[src/rtl/instruction_decode_stage_if.sv]
// rtl/instruction_decode_stage_if.sv - fetch/execute side bundle of the MIPS decode stage
interface instruction_decode_stage_if #(
    parameter int DATA_W      = 32,
    parameter int PC_W        = 32,
    parameter int STALL_CNT_W = 16
);
    logic [31:0]            i_instr;
    logic [PC_W-1:0]        i_pc;
    logic                   i_valid;
    logic                   o_ready;
    logic                   o_valid;
    logic                   i_ex_ready;
    logic                   i_flush;
    logic [PC_W-1:0]        o_pc;
    logic [5:0]             o_funct;
    logic [4:0]             o_rs;
    logic [4:0]             o_rt;
    logic [4:0]             o_rd;
    logic [4:0]             o_sa;
    logic [DATA_W-1:0]      o_imm;
    logic [25:0]            o_addr_offset;
    logic [4:0]             o_link_reg;
    logic [4:0]             o_addr_reg;
    logic                   o_flg_pc_modify;
    logic                   o_flg_link_ret;
    logic                   o_flg_cmp;
    logic                   o_flg_equal;
    logic                   o_flg_inmediate;
    logic                   o_flg_mem_op;
    logic                   o_flg_mem_type;
    logic                   o_flg_unsign;
    logic                   o_flg_illegal;
    logic [1:0]             o_flg_addr_type;
    logic [1:0]             o_flg_mem_size;
    logic [STALL_CNT_W-1:0] o_stall_cnt;

    modport master (
        output i_instr, i_pc, i_valid, i_ex_ready, i_flush,
        input  o_ready, o_valid, o_pc, o_funct, o_rs, o_rt, o_rd, o_sa, o_imm,
               o_addr_offset, o_link_reg, o_addr_reg, o_flg_pc_modify, o_flg_link_ret,
               o_flg_cmp, o_flg_equal, o_flg_inmediate, o_flg_mem_op, o_flg_mem_type,
               o_flg_unsign, o_flg_illegal, o_flg_addr_type, o_flg_mem_size, o_stall_cnt
    );

    modport slave (
        input  i_instr, i_pc, i_valid, i_ex_ready, i_flush,
        output o_ready, o_valid, o_pc, o_funct, o_rs, o_rt, o_rd, o_sa, o_imm,
               o_addr_offset, o_link_reg, o_addr_reg, o_flg_pc_modify, o_flg_link_ret,
               o_flg_cmp, o_flg_equal, o_flg_inmediate, o_flg_mem_op, o_flg_mem_type,
               o_flg_unsign, o_flg_illegal, o_flg_addr_type, o_flg_mem_size, o_stall_cnt
    );
endinterface

[src/rtl/instruction_decode_stage.sv]
// rtl/instruction_decode_stage.sv - MIPS decode into the ID/EX register with load-use bubble and flush
module instruction_decode_stage #(
    parameter int DATA_W      = 32,
    parameter int PC_W        = 32,
    parameter int LINK_REG    = 31,
    parameter int STALL_CNT_W = 16
) (
    input logic                       i_clk,
    input logic                       i_rst_n,
    instruction_decode_stage_if.slave bus
);
    localparam logic [5:0] OP_RTYPE = 6'b000000;
    localparam logic [5:0] OP_J     = 6'b000010;
    localparam logic [5:0] OP_JAL   = 6'b000011;
    localparam logic [5:0] OP_BEQ   = 6'b000100;
    localparam logic [5:0] OP_BNE   = 6'b000101;
    localparam logic [5:0] FN_JR    = 6'b001000;
    localparam logic [5:0] FN_JALR  = 6'b001001;

    localparam logic [1:0] ADDR_REG    = 2'b00;
    localparam logic [1:0] ADDR_REGION = 2'b01;
    localparam logic [1:0] ADDR_PCREL  = 2'b10;

    typedef struct packed {
        logic [PC_W-1:0]   pc;
        logic [5:0]        funct;
        logic [4:0]        rs;
        logic [4:0]        rt;
        logic [4:0]        rd;
        logic [4:0]        sa;
        logic [DATA_W-1:0] imm;
        logic [25:0]       addr_offset;
        logic [4:0]        link_reg;
        logic [4:0]        addr_reg;
        logic              pc_modify;
        logic              link_ret;
        logic              cmp;
        logic              equal;
        logic              inmediate;
        logic              mem_op;
        logic              mem_type;
        logic              unsign;
        logic              illegal;
        logic [1:0]        addr_type;
        logic [1:0]        mem_size;
    } idex_t;

    idex_t                  dec;
    idex_t                  q;
    logic                   valid_q;
    logic [STALL_CNT_W-1:0] stall_cnt_q;

    logic [5:0]        op;
    logic [5:0]        f_funct;
    logic [4:0]        f_rs;
    logic [4:0]        f_rt;
    logic [4:0]        f_rd;
    logic [4:0]        f_sa;
    logic [15:0]       imm16;
    logic [DATA_W-1:0] imm_sext;
    logic [DATA_W-1:0] imm_zext;
    logic [DATA_W-1:0] imm_lui;
    logic              is_load;
    logic              is_store;

    assign op       = bus.i_instr[31:26];
    assign f_rs     = bus.i_instr[25:21];
    assign f_rt     = bus.i_instr[20:16];
    assign f_rd     = bus.i_instr[15:11];
    assign f_sa     = bus.i_instr[10:6];
    assign f_funct  = bus.i_instr[5:0];
    assign imm16    = bus.i_instr[15:0];
    assign imm_sext = DATA_W'($signed(imm16));
    assign imm_zext = DATA_W'(imm16);
    assign imm_lui  = DATA_W'($signed({imm16, 16'h0000}));
    assign is_load  = op inside {6'b100000, 6'b100001, 6'b100011, 6'b100100, 6'b100101};
    assign is_store = op inside {6'b101000, 6'b101001, 6'b101011};

    always_comb begin
        dec    = '0;
        dec.pc = bus.i_pc;
        if (op == OP_RTYPE) begin
            dec.funct = f_funct;
            dec.rs    = f_rs;
            dec.rt    = f_rt;
            dec.rd    = f_rd;
            dec.sa    = f_sa;
            dec.imm   = imm_sext;
            if (f_funct == FN_JR || f_funct == FN_JALR) begin
                dec.pc_modify = 1'b1;
                dec.addr_reg  = f_rs;
                dec.addr_type = ADDR_REG;
            end
            if (f_funct == FN_JALR) begin
                dec.link_ret = 1'b1;
                dec.link_reg = f_rd;
            end
        end else if (op == OP_J || op == OP_JAL) begin
            dec.imm         = imm_sext;
            dec.pc_modify   = 1'b1;
            dec.addr_type   = ADDR_REGION;
            dec.addr_offset = bus.i_instr[25:0];
            if (op == OP_JAL) begin
                dec.link_ret = 1'b1;
                dec.link_reg = 5'(LINK_REG);
            end
        end else if (op == OP_BEQ || op == OP_BNE) begin
            dec.rs          = f_rs;
            dec.rt          = f_rt;
            dec.imm         = imm_sext;
            dec.pc_modify   = 1'b1;
            dec.cmp         = 1'b1;
            dec.equal       = (op == OP_BEQ);
            dec.addr_type   = ADDR_PCREL;
            dec.addr_offset = 26'($signed(imm16));
        end else if (op[5:3] == 3'b001) begin
            dec.funct     = {3'b000, op[2:0]};
            dec.rs        = f_rs;
            dec.rt        = f_rt;
            dec.inmediate = 1'b1;
            // logical ops zero-extend, LUI places the field in the upper half
            case (op[2:0])
                3'b100, 3'b101, 3'b110: dec.imm = imm_zext;
                3'b111:                 dec.imm = imm_lui;
                default:                dec.imm = imm_sext;
            endcase
        end else if (is_load || is_store) begin
            dec.funct     = {3'b000, op[2:0]};
            dec.rs        = f_rs;
            dec.rt        = f_rt;
            dec.imm       = imm_sext;
            dec.inmediate = 1'b1;
            dec.mem_op    = 1'b1;
            dec.mem_type  = is_store;
            dec.mem_size  = op[1:0];
            dec.unsign    = is_load & op[2];
        end else begin
            dec.illegal = 1'b1;
        end
    end

    logic ld_held;
    logic reads_rs;
    logic reads_rt;
    logic hazard;
    logic ready;

    // a held load whose destination the incoming instruction sources must drain first
    assign ld_held  = valid_q && q.mem_op && !q.mem_type && (q.rt != 5'd0);
    assign reads_rs = (op != OP_J) && (op != OP_JAL);
    assign reads_rt = (op == OP_RTYPE) || (op == OP_BEQ) || (op == OP_BNE) || is_store;
    assign hazard   = ld_held && ((reads_rs && (f_rs == q.rt)) || (reads_rt && (f_rt == q.rt)));
    assign ready    = !bus.i_flush && !hazard && (!valid_q || bus.i_ex_ready);

    always_ff @(posedge i_clk or negedge i_rst_n) begin
        if (!i_rst_n) begin
            valid_q     <= 1'b0;
            q           <= '0;
            stall_cnt_q <= '0;
        end else begin
            if (bus.i_valid && hazard && (stall_cnt_q != {STALL_CNT_W{1'b1}})) begin
                stall_cnt_q <= stall_cnt_q + 1'b1;
            end
            if (bus.i_flush) begin
                valid_q <= 1'b0;
            end else if (bus.i_valid && ready) begin
                valid_q <= 1'b1;
                q       <= dec;
            end else if (bus.i_ex_ready) begin
                valid_q <= 1'b0;
            end
        end
    end

    assign bus.o_ready         = ready;
    assign bus.o_valid         = valid_q;
    assign bus.o_pc            = q.pc;
    assign bus.o_funct         = q.funct;
    assign bus.o_rs            = q.rs;
    assign bus.o_rt            = q.rt;
    assign bus.o_rd            = q.rd;
    assign bus.o_sa            = q.sa;
    assign bus.o_imm           = q.imm;
    assign bus.o_addr_offset   = q.addr_offset;
    assign bus.o_link_reg      = q.link_reg;
    assign bus.o_addr_reg      = q.addr_reg;
    assign bus.o_flg_pc_modify = q.pc_modify;
    assign bus.o_flg_link_ret  = q.link_ret;
    assign bus.o_flg_cmp       = q.cmp;
    assign bus.o_flg_equal     = q.equal;
    assign bus.o_flg_inmediate = q.inmediate;
    assign bus.o_flg_mem_op    = q.mem_op;
    assign bus.o_flg_mem_type  = q.mem_type;
    assign bus.o_flg_unsign    = q.unsign;
    assign bus.o_flg_illegal   = q.illegal;
    assign bus.o_flg_addr_type = q.addr_type;
    assign bus.o_flg_mem_size  = q.mem_size;
    assign bus.o_stall_cnt     = stall_cnt_q;
endmodule

[src/flat_wrapper.sv]
// flat-port wrapper written by rule: the top's interface ports become plain ports
module instruction_decode_stage_flat 
#(
    parameter int DATA_W      = 32,
    parameter int PC_W        = 32,
    parameter int LINK_REG    = 31,
    parameter int STALL_CNT_W = 16
)
  (i_clk, i_rst_n, bus_i_instr, bus_i_pc, bus_i_valid, bus_i_ex_ready, bus_i_flush, bus_o_ready, bus_o_valid, bus_o_pc, bus_o_funct, bus_o_rs, bus_o_rt, bus_o_rd, bus_o_sa, bus_o_imm, bus_o_addr_offset, bus_o_link_reg, bus_o_addr_reg, bus_o_flg_pc_modify, bus_o_flg_link_ret, bus_o_flg_cmp, bus_o_flg_equal, bus_o_flg_inmediate, bus_o_flg_mem_op, bus_o_flg_mem_type, bus_o_flg_unsign, bus_o_flg_illegal, bus_o_flg_addr_type, bus_o_flg_mem_size, bus_o_stall_cnt);
  instruction_decode_stage_if #(.DATA_W(DATA_W), .PC_W(PC_W), .STALL_CNT_W(STALL_CNT_W)) bus_i ();
  input logic i_clk;
  input logic i_rst_n;
  input wire logic [$bits(bus_i.i_instr)-1:0] bus_i_instr;
  input wire logic [$bits(bus_i.i_pc)-1:0] bus_i_pc;
  input wire logic [$bits(bus_i.i_valid)-1:0] bus_i_valid;
  input wire logic [$bits(bus_i.i_ex_ready)-1:0] bus_i_ex_ready;
  input wire logic [$bits(bus_i.i_flush)-1:0] bus_i_flush;
  output wire logic [$bits(bus_i.o_ready)-1:0] bus_o_ready;
  output wire logic [$bits(bus_i.o_valid)-1:0] bus_o_valid;
  output wire logic [$bits(bus_i.o_pc)-1:0] bus_o_pc;
  output wire logic [$bits(bus_i.o_funct)-1:0] bus_o_funct;
  output wire logic [$bits(bus_i.o_rs)-1:0] bus_o_rs;
  output wire logic [$bits(bus_i.o_rt)-1:0] bus_o_rt;
  output wire logic [$bits(bus_i.o_rd)-1:0] bus_o_rd;
  output wire logic [$bits(bus_i.o_sa)-1:0] bus_o_sa;
  output wire logic [$bits(bus_i.o_imm)-1:0] bus_o_imm;
  output wire logic [$bits(bus_i.o_addr_offset)-1:0] bus_o_addr_offset;
  output wire logic [$bits(bus_i.o_link_reg)-1:0] bus_o_link_reg;
  output wire logic [$bits(bus_i.o_addr_reg)-1:0] bus_o_addr_reg;
  output wire logic [$bits(bus_i.o_flg_pc_modify)-1:0] bus_o_flg_pc_modify;
  output wire logic [$bits(bus_i.o_flg_link_ret)-1:0] bus_o_flg_link_ret;
  output wire logic [$bits(bus_i.o_flg_cmp)-1:0] bus_o_flg_cmp;
  output wire logic [$bits(bus_i.o_flg_equal)-1:0] bus_o_flg_equal;
  output wire logic [$bits(bus_i.o_flg_inmediate)-1:0] bus_o_flg_inmediate;
  output wire logic [$bits(bus_i.o_flg_mem_op)-1:0] bus_o_flg_mem_op;
  output wire logic [$bits(bus_i.o_flg_mem_type)-1:0] bus_o_flg_mem_type;
  output wire logic [$bits(bus_i.o_flg_unsign)-1:0] bus_o_flg_unsign;
  output wire logic [$bits(bus_i.o_flg_illegal)-1:0] bus_o_flg_illegal;
  output wire logic [$bits(bus_i.o_flg_addr_type)-1:0] bus_o_flg_addr_type;
  output wire logic [$bits(bus_i.o_flg_mem_size)-1:0] bus_o_flg_mem_size;
  output wire logic [$bits(bus_i.o_stall_cnt)-1:0] bus_o_stall_cnt;
  assign bus_i.i_instr = bus_i_instr;
  assign bus_i.i_pc = bus_i_pc;
  assign bus_i.i_valid = bus_i_valid;
  assign bus_i.i_ex_ready = bus_i_ex_ready;
  assign bus_i.i_flush = bus_i_flush;
  assign bus_o_ready = bus_i.o_ready;
  assign bus_o_valid = bus_i.o_valid;
  assign bus_o_pc = bus_i.o_pc;
  assign bus_o_funct = bus_i.o_funct;
  assign bus_o_rs = bus_i.o_rs;
  assign bus_o_rt = bus_i.o_rt;
  assign bus_o_rd = bus_i.o_rd;
  assign bus_o_sa = bus_i.o_sa;
  assign bus_o_imm = bus_i.o_imm;
  assign bus_o_addr_offset = bus_i.o_addr_offset;
  assign bus_o_link_reg = bus_i.o_link_reg;
  assign bus_o_addr_reg = bus_i.o_addr_reg;
  assign bus_o_flg_pc_modify = bus_i.o_flg_pc_modify;
  assign bus_o_flg_link_ret = bus_i.o_flg_link_ret;
  assign bus_o_flg_cmp = bus_i.o_flg_cmp;
  assign bus_o_flg_equal = bus_i.o_flg_equal;
  assign bus_o_flg_inmediate = bus_i.o_flg_inmediate;
  assign bus_o_flg_mem_op = bus_i.o_flg_mem_op;
  assign bus_o_flg_mem_type = bus_i.o_flg_mem_type;
  assign bus_o_flg_unsign = bus_i.o_flg_unsign;
  assign bus_o_flg_illegal = bus_i.o_flg_illegal;
  assign bus_o_flg_addr_type = bus_i.o_flg_addr_type;
  assign bus_o_flg_mem_size = bus_i.o_flg_mem_size;
  assign bus_o_stall_cnt = bus_i.o_stall_cnt;
  instruction_decode_stage #(.DATA_W(DATA_W), .PC_W(PC_W), .LINK_REG(LINK_REG), .STALL_CNT_W(STALL_CNT_W)) u_core (.i_clk(i_clk), .i_rst_n(i_rst_n), .bus(bus_i));
endmodule
[config.mk]
export PLATFORM = sky130hd
export DESIGN_NAME = instruction_decode_stage_flat
export DESIGN_NICKNAME = d
export VERILOG_FILES = /design/src/rtl/instruction_decode_stage_if.sv /design/src/rtl/instruction_decode_stage.sv /design/src/flat_wrapper.sv
export SDC_FILE = /design/constraint.sdc
export NUM_CORES = 1
export LEC_CHECK = 0
export BUFFER_PORTS_ARGS = -buffer_cell sky130_fd_sc_hd__buf_4
export CORE_MARGIN = 3
export CORE_UTILIZATION = 38
export DETAILED_ROUTE_END_ITERATION = 16
export PLACE_DENSITY = 0.7
export SLEW_MARGIN = 40
export SYNTH_ARGS = -nofsm -noshare
export SYNTH_HDL_FRONTEND = slang
export SYNTH_SLANG_ARGS = --single-unit
export TNS_END_PERCENT = 100
[constraint.sdc]
create_clock -name i_clk -period 5 [get_ports i_clk]
set_clock_uncertainty 0.05 [all_clocks]
set_input_delay 0.25 -clock i_clk [delete_from_list [all_inputs] [get_ports i_clk]]
set_output_delay 0.25 -clock i_clk [all_outputs]
set_load 0.01 [all_outputs]
==> impl_metrics.json, run 1 <==
{
  "die_h_um": 139,
  "power.switching_mw": 0.820,
  "grt_use_met3": 0.0753,
  "ys_types": 44,
  "critPathLaunchType": "flop",
  "grt_start_max_net_pins": 99,
  "grt_use_met2": 0.308,
  "synth_top_area_share": 0.573,
  "detail-route-antenna-nets": 0,
  "avgRoutedWirePerCell_um": 17.8,
  "clockRootBuffer": "clkbuf_16",
  "min_period_ns": 2.98,
  "ys_seq_area_frac": 0.573,
  "htreeDepth": 4,
  "grt.met1_usage": 0.259,
  "async_reset_ff_frac": 1.00,
  "total_power_mw": 3.24,
  "wirelength_mm": 19.3,
  "leakage_nw": 4.36,
  "core_mm2": 0.0174,
  "synth_nets": 696,
  "nNetsFinal": 916,
  "area_growth_syn_to_layout_pct": 37.6,
  "setup_ws_ns": 2.02,
  "hp-class": "input port to flop",
  "grt_pass1_wl_mm": 30.8,
  "drtIter0Drc": 510,
  "place_congestion": 0.889,
  "die-width_um": 139,
  "clk_pin_slew_ns": 0.06,
  "cts_tree": "yes",
  "grt_overflow_total": 0,
  "vdd_drop_max_uv": 233,
  "drc_errors": 0,
  "combPwrFrac": 0.154,
  "n_antenna_cell": 0,
  "rows": 48,
  "cts_max_path_buffers": 2,
  "ys_ff_latch": 155,
  "crit_fanout": 64,
  "crit_type": "flop to flop",
  "holdBufCountCts": 17,
  "slew_headroom": 0.475,
  "busiest_layer": "met2",
  "vias": 5555,
  "cts.sinks": 155,
  "clkLatencyLatePin_ns": 0.42,
  "grt_pass1_vias": 5538,
  "cap_violations": 0,
  "drive_gt1_frac": 0.358,
  "grt_use_total": 0.199,
  "cts_setup_buffers": 0,
  "drv_slew": 0,
  "cp-end-kind": "flop",
  "antenna_found_initial": 0,
  "place_inst": 1035,
  "synth_flop_cell": "dfrtp_1",
  "fmax_mhz": 335,
  "start_util": 0.390,
  "p_int_mw": 2.42,
  "synth_edf_count": 0,
  "rsz0062_at_grt": "false",
  "yosysWarnings": 0,
  "post-dp-hpwl_mm": 13.7,
  "dp_slack_ns": 1.91,
  "avgViaCountPerCell": 5.13,
  "syn-cell-area_mm2": 0.00677,
  "arrival_ns": 3.23,
  "synth_area_leaders": "dfrtp_1 (57%), nand2_1 (6.2%), mux2_2 (6.0%)",
  "finalSetupViolCount": 0,
  "cts_resized": 0,
  "p_sw_frac": 0.253,
  "p_seq_frac": 0.435,
  "status": "finished, final reports clean",
  "tightestPinTransition_ns": 0.788,
  "numCtsBuffers": 17,
  "fin_crit_sh": 0.596,
  "pin_count": 226,
  "port_buffers": 225,
  "fin_cells": 1082,
  "die_area_mm2": 0.0194,
  "first_pass_iters": 5,
  "netlist_instances": 626,
  "synth_largest_area_cell": "dfrtp_1",
  "synth_area_per_cell_um2": 10.8,
  "cp_data_required_time_ns": 5.25,
  "tns_ns": 0,
  "hold_viol": 0,
  "power.density_mw_per_mm2": 348,
  "clock_power_share": 0.412
}
[cells by family after synthesis]
kind of cell | Yosys count | share of synthesized area
AO/OA/AOI/OAI | 158 | 0.149
AND/OR/NAND/NOR | 198 | 0.136
flip-flops | 155 | 0.573
multiplexers | 37 | 0.0614
XOR/XNOR | 26 | 0.0336
buffers and inverters | 51 | 0.0447
adder cells (fa/ha/maj) | 1 | 0.00185
[critical path: stages (launching register included)]
cell,delay [ns]
dfrtp_1,0.44
xnor2_1,0.19
nand4_1,0.16
or4_4,0.56
nand3_4,0.47
buf_4,0.60
mux2_2,0.39
[cell type report]
class	instances	area [um^2]
flip-flops and latches	155	3880
clock buffers	20	467
fillers	1576	8050
clock inverters	10	141
inverters	4	15.0
multi-input cells	420	2610
well taps	225	282
repair buffers	248	1920
[power groups by stage]
| stage | clock network, mW | registers [mW] | logic, mW |
|---|---|---|---|
| 6_report | 1.33 | 1.41 | 0.497 |
| 5_1_grt | 1.41 | 1.42 | 0.546 |
| 4_1_cts | 1.37 | 1.41 | 0.504 |
| 3_5_place_dp | 0 | 1.43 | 0.493 |
| 3_3_place_gp | 0 | 1.42 | 0.489 |
| 2_1_floorplan | 0 | 1.47 | 0.173 |
[layer usage]
metal | vias up | share of wire
met2 | 230 | 0.46
met4 | 0 | 0.019
met5 | - | 0
li1 | 2653 | -
met3 | 27 | 0.10
met1 | 2645 | 0.42
[per-stage QoR]
stage / area (um^2) / utilization / hold WS [ns]
5_1_grt: 9310 / 0.536 / 0.00617
2_1_floorplan: 6770 / - / -0.0956
3_5_place_dp: 8520 / 0.491 / 0.287
6_report: 9310 / 0.536 / 0.0163
3_3_place_gp: 8510 / 0.490 / 0.365
4_1_cts: 9300 / 0.536 / 0.000794
[synth_stat cells (all sizes together) (10+ instances only)]
library cell,number
nand3,15
clkbuf,15
xnor2,19
o21ai,81
a21oi,28
nand4,10
nor2,20
dfrtp,155
nand2,111
mux2,36
a32o,36
buf,32
[worst paths after layout]
path	startpoint	to	slack, ns	cells past startpoint
hold reg to reg	u_core.bus.o_addr_offset[16]	u_core.bus.o_addr_offset[16]	0.43	2
max in group asynchronous	i_rst_n	u_core.bus.o_flg_mem_size[0]	3.47	3
setup / recovery	u_core.bus.o_rt[1]	u_core.bus.o_flg_inmediate	2.02	6
setup reg to reg	u_core.bus.o_rt[1]	u_core.bus.o_flg_inmediate	2.02	6
min in group asynchronous	i_rst_n	u_core.bus.o_pc[16]	0.41	2
hold / removal	bus_i_pc[0]	u_core.bus.o_pc[0]	0.02	2
[cells in the final DEF, fill, tap and decap left out, drive strengths merged, types with 2 or more instances in the layout]
cell,instances
clkinv,4
o21ai,81
nand2,111
xor2,7
and3,8
xnor2,19
dfrtp,155
mux2,36
o31ai,3
nor3b,2
nor3,8
bufinv,3
clkbuf,20
a22oi,2
dlygate4sd3,17
a32o,36
inv,5
buf,231
nand3,15
nand2b,6
nor4,3
nand4,10
nand3b,4
clkinvlp,2
nor2b,8
a21oi,28
nor2,20
Power figures use the tool's default switching activity.
==> inputs of run 2 (changes only) <==
clock period = 2.8 ns   (was 5 ns; I/O delays follow)
==> impl_metrics.json, run 2 (same netlist as run 1, synthesis figures left out) <==
{
  "grt_overflow_total": 0,
  "cts.sinks": 155,
  "total_power_mw": 5.81,
  "placed_cell_area_mm2": 0.00861,
  "tightestPinTransition_ns": 0.684,
  "arrival_ns": 2.36,
  "die-width_um": 139,
  "pin_count": 226,
  "finalSetupViolCount": 0,
  "grt_use_total": 0.209,
  "slew_headroom": 0.544,
  "place_congestion": 0.839,
  "avgViaCountPerCell": 5.09,
  "port_buffers": 225,
  "clkLatencyLatePin_ns": 0.41,
  "register_area_mm2": 0.00388,
  "vdd_drop_max_uv": 430,
  "htreeDepth": 4,
  "nNetsFinal": 970,
  "hold_viol": 0,
  "cts_tree": "yes",
  "rsz0062_at_grt": "false",
  "power.density_mw_per_mm2": 590,
  "critical_path.max_stage_delay_ns": 0.43,
  "cts_max_path_buffers": 2,
  "critPathLaunchType": "flop",
  "cp_slowest_cell": "dfrtp_1",
  "clockRootBuffer": "clkbuf_16",
  "avgRoutedWirePerCell_um": 17.9,
  "grt_pass1_wl_mm": 32.4,
  "n_fill_cell": 1501,
  "tns_ns": 0,
  "r2r_setup_slack_ns": 0.41,
  "min_period_ns": 2.55,
  "layout_common_cells": "buf_4 (237), dfrtp_1 (155), nand2_1 (111)",
  "crit_top_cell": "buf_4",
  "place_inst": 1044,
  "drtIter0Drc": 513,
  "crit_type": "flop to primary output",
  "fin_cells": 1138,
  "grt_start_max_net_pins": 88,
  "drv_slew": 0,
  "cp-end-kind": "primary output",
  "cap_violations": 0,
  "setup_ws_ns": 0.252,
  "crit_family": "simple AND/OR/NAND/NOR gates",
  "fin_crit_sh": 0.910,
  "rows": 48,
  "multi_input_area_mm2": 0.00261,
  "leakage_nw": 4.59,
  "post-dp-hpwl_mm": 13.9,
  "cp_data_required_time_ns": 2.61,
  "vias": 5797,
  "die_area_mm2": 0.0194,
  "core_mm2": 0.0174,
  "path_cells": "nor3_1 > a21o_1 > nor4_1 > a41o_1 > buf_4 > nor3b_1 > buf_4",
  "antenna_found_initial": 0,
  "hp-class": "input port to flop",
  "first_pass_iters": 5,
  "start_util": 0.390,
  "numCtsBuffers": 17,
  "drive_gt1_frac": 0.346,
  "grt_pass1_vias": 5784,
  "clk_pin_slew_ns": 0.06,
  "hold_ws_ns": 0.00976,
  "die_h_um": 139,
  "fmax_mhz": 392,
  "n_antenna_cell": 0,
  "area_growth_syn_to_layout_pct": 45.3,
  "dp_slack_ns": 0.334,
  "final_common_cell": "buf_4",
  "detail-route-antenna-nets": 0,
  "final_util": 0.567,
  "cp.buffers_inverters": 2,
  "wirelength_mm": 20.3,
  "status": "finished, final reports clean",
  "fin_area_mm2": 0.00984,
  "crit_fanout": 16,
  "drc_errors": 0
}
## run 2: changes by cell type in the layout (fill, tap and decap cells not counted), sizes merged
| cell | delta |
|---|---|
| dlygate4sd3 | +45 |
| clkbuf | +1 |
| bufinv | -1 |
| buf | +9 |
| inv | +2 |
## run 2: cell type report
cell class | count | share of cell area
Tap cell | 225 | 0.0286
Clock buffer | 21 | 0.0468
Inverter | 4 | 0.00153
Sequential cell | 155 | 0.394
Multi-Input combinational cell | 420 | 0.266
Timing Repair Buffer | 302 | 0.249
Clock inverter | 11 | 0.0139
## run 2: power breakdown
part | switching, mW | internal [mW] | total (mW)
clock | 0.959 | 1.38 | 2.33
sequential | 0.103 | 2.41 | 2.51
combinational | 0.468 | 0.491 | 0.959
total | 1.53 | 4.28 | 5.81
## run 2: path summary, 6_finish.rpt
check / from / endpoint / cells after the start
setup / recovery: u_core.bus.o_rt[1] / bus_o_ready / 7
min in group asynchronous: i_rst_n / u_core.bus.o_pc[16] / 2
setup reg to reg: u_core.bus.o_rt[4] / u_core.bus.o_pc[21] / 6
max in group asynchronous: i_rst_n / u_core.bus.o_addr_offset[12] / 3
hold reg to reg: u_core.bus.o_addr_offset[3] / u_core.bus.o_addr_offset[3] / 2
hold / removal: bus_i_valid / u_core.bus.o_valid / 3
## run 2: worst min-delay path, cell delays in order
cell	delay, ns
buf_4	0.13
nand3_1	0.09
a21oi_1	0.07
## run 2: per-layer routing
layer	GRT usage	share of wire	wire [um]
met1	0.279	0.43	8690
met5	0	0	0
met4	0.0469	0.012	250
met2	0.335	0.48	9720
met3	0.0656	0.081	1650
## run 2: repair_timing
action                     4_1_cts  5_1_grt
hold buffers                    62        0
hold endpoints to repair       173        0
gates resized for setup          0        0
buffers inserted                 0        0
setup endpoints to repair        0        0
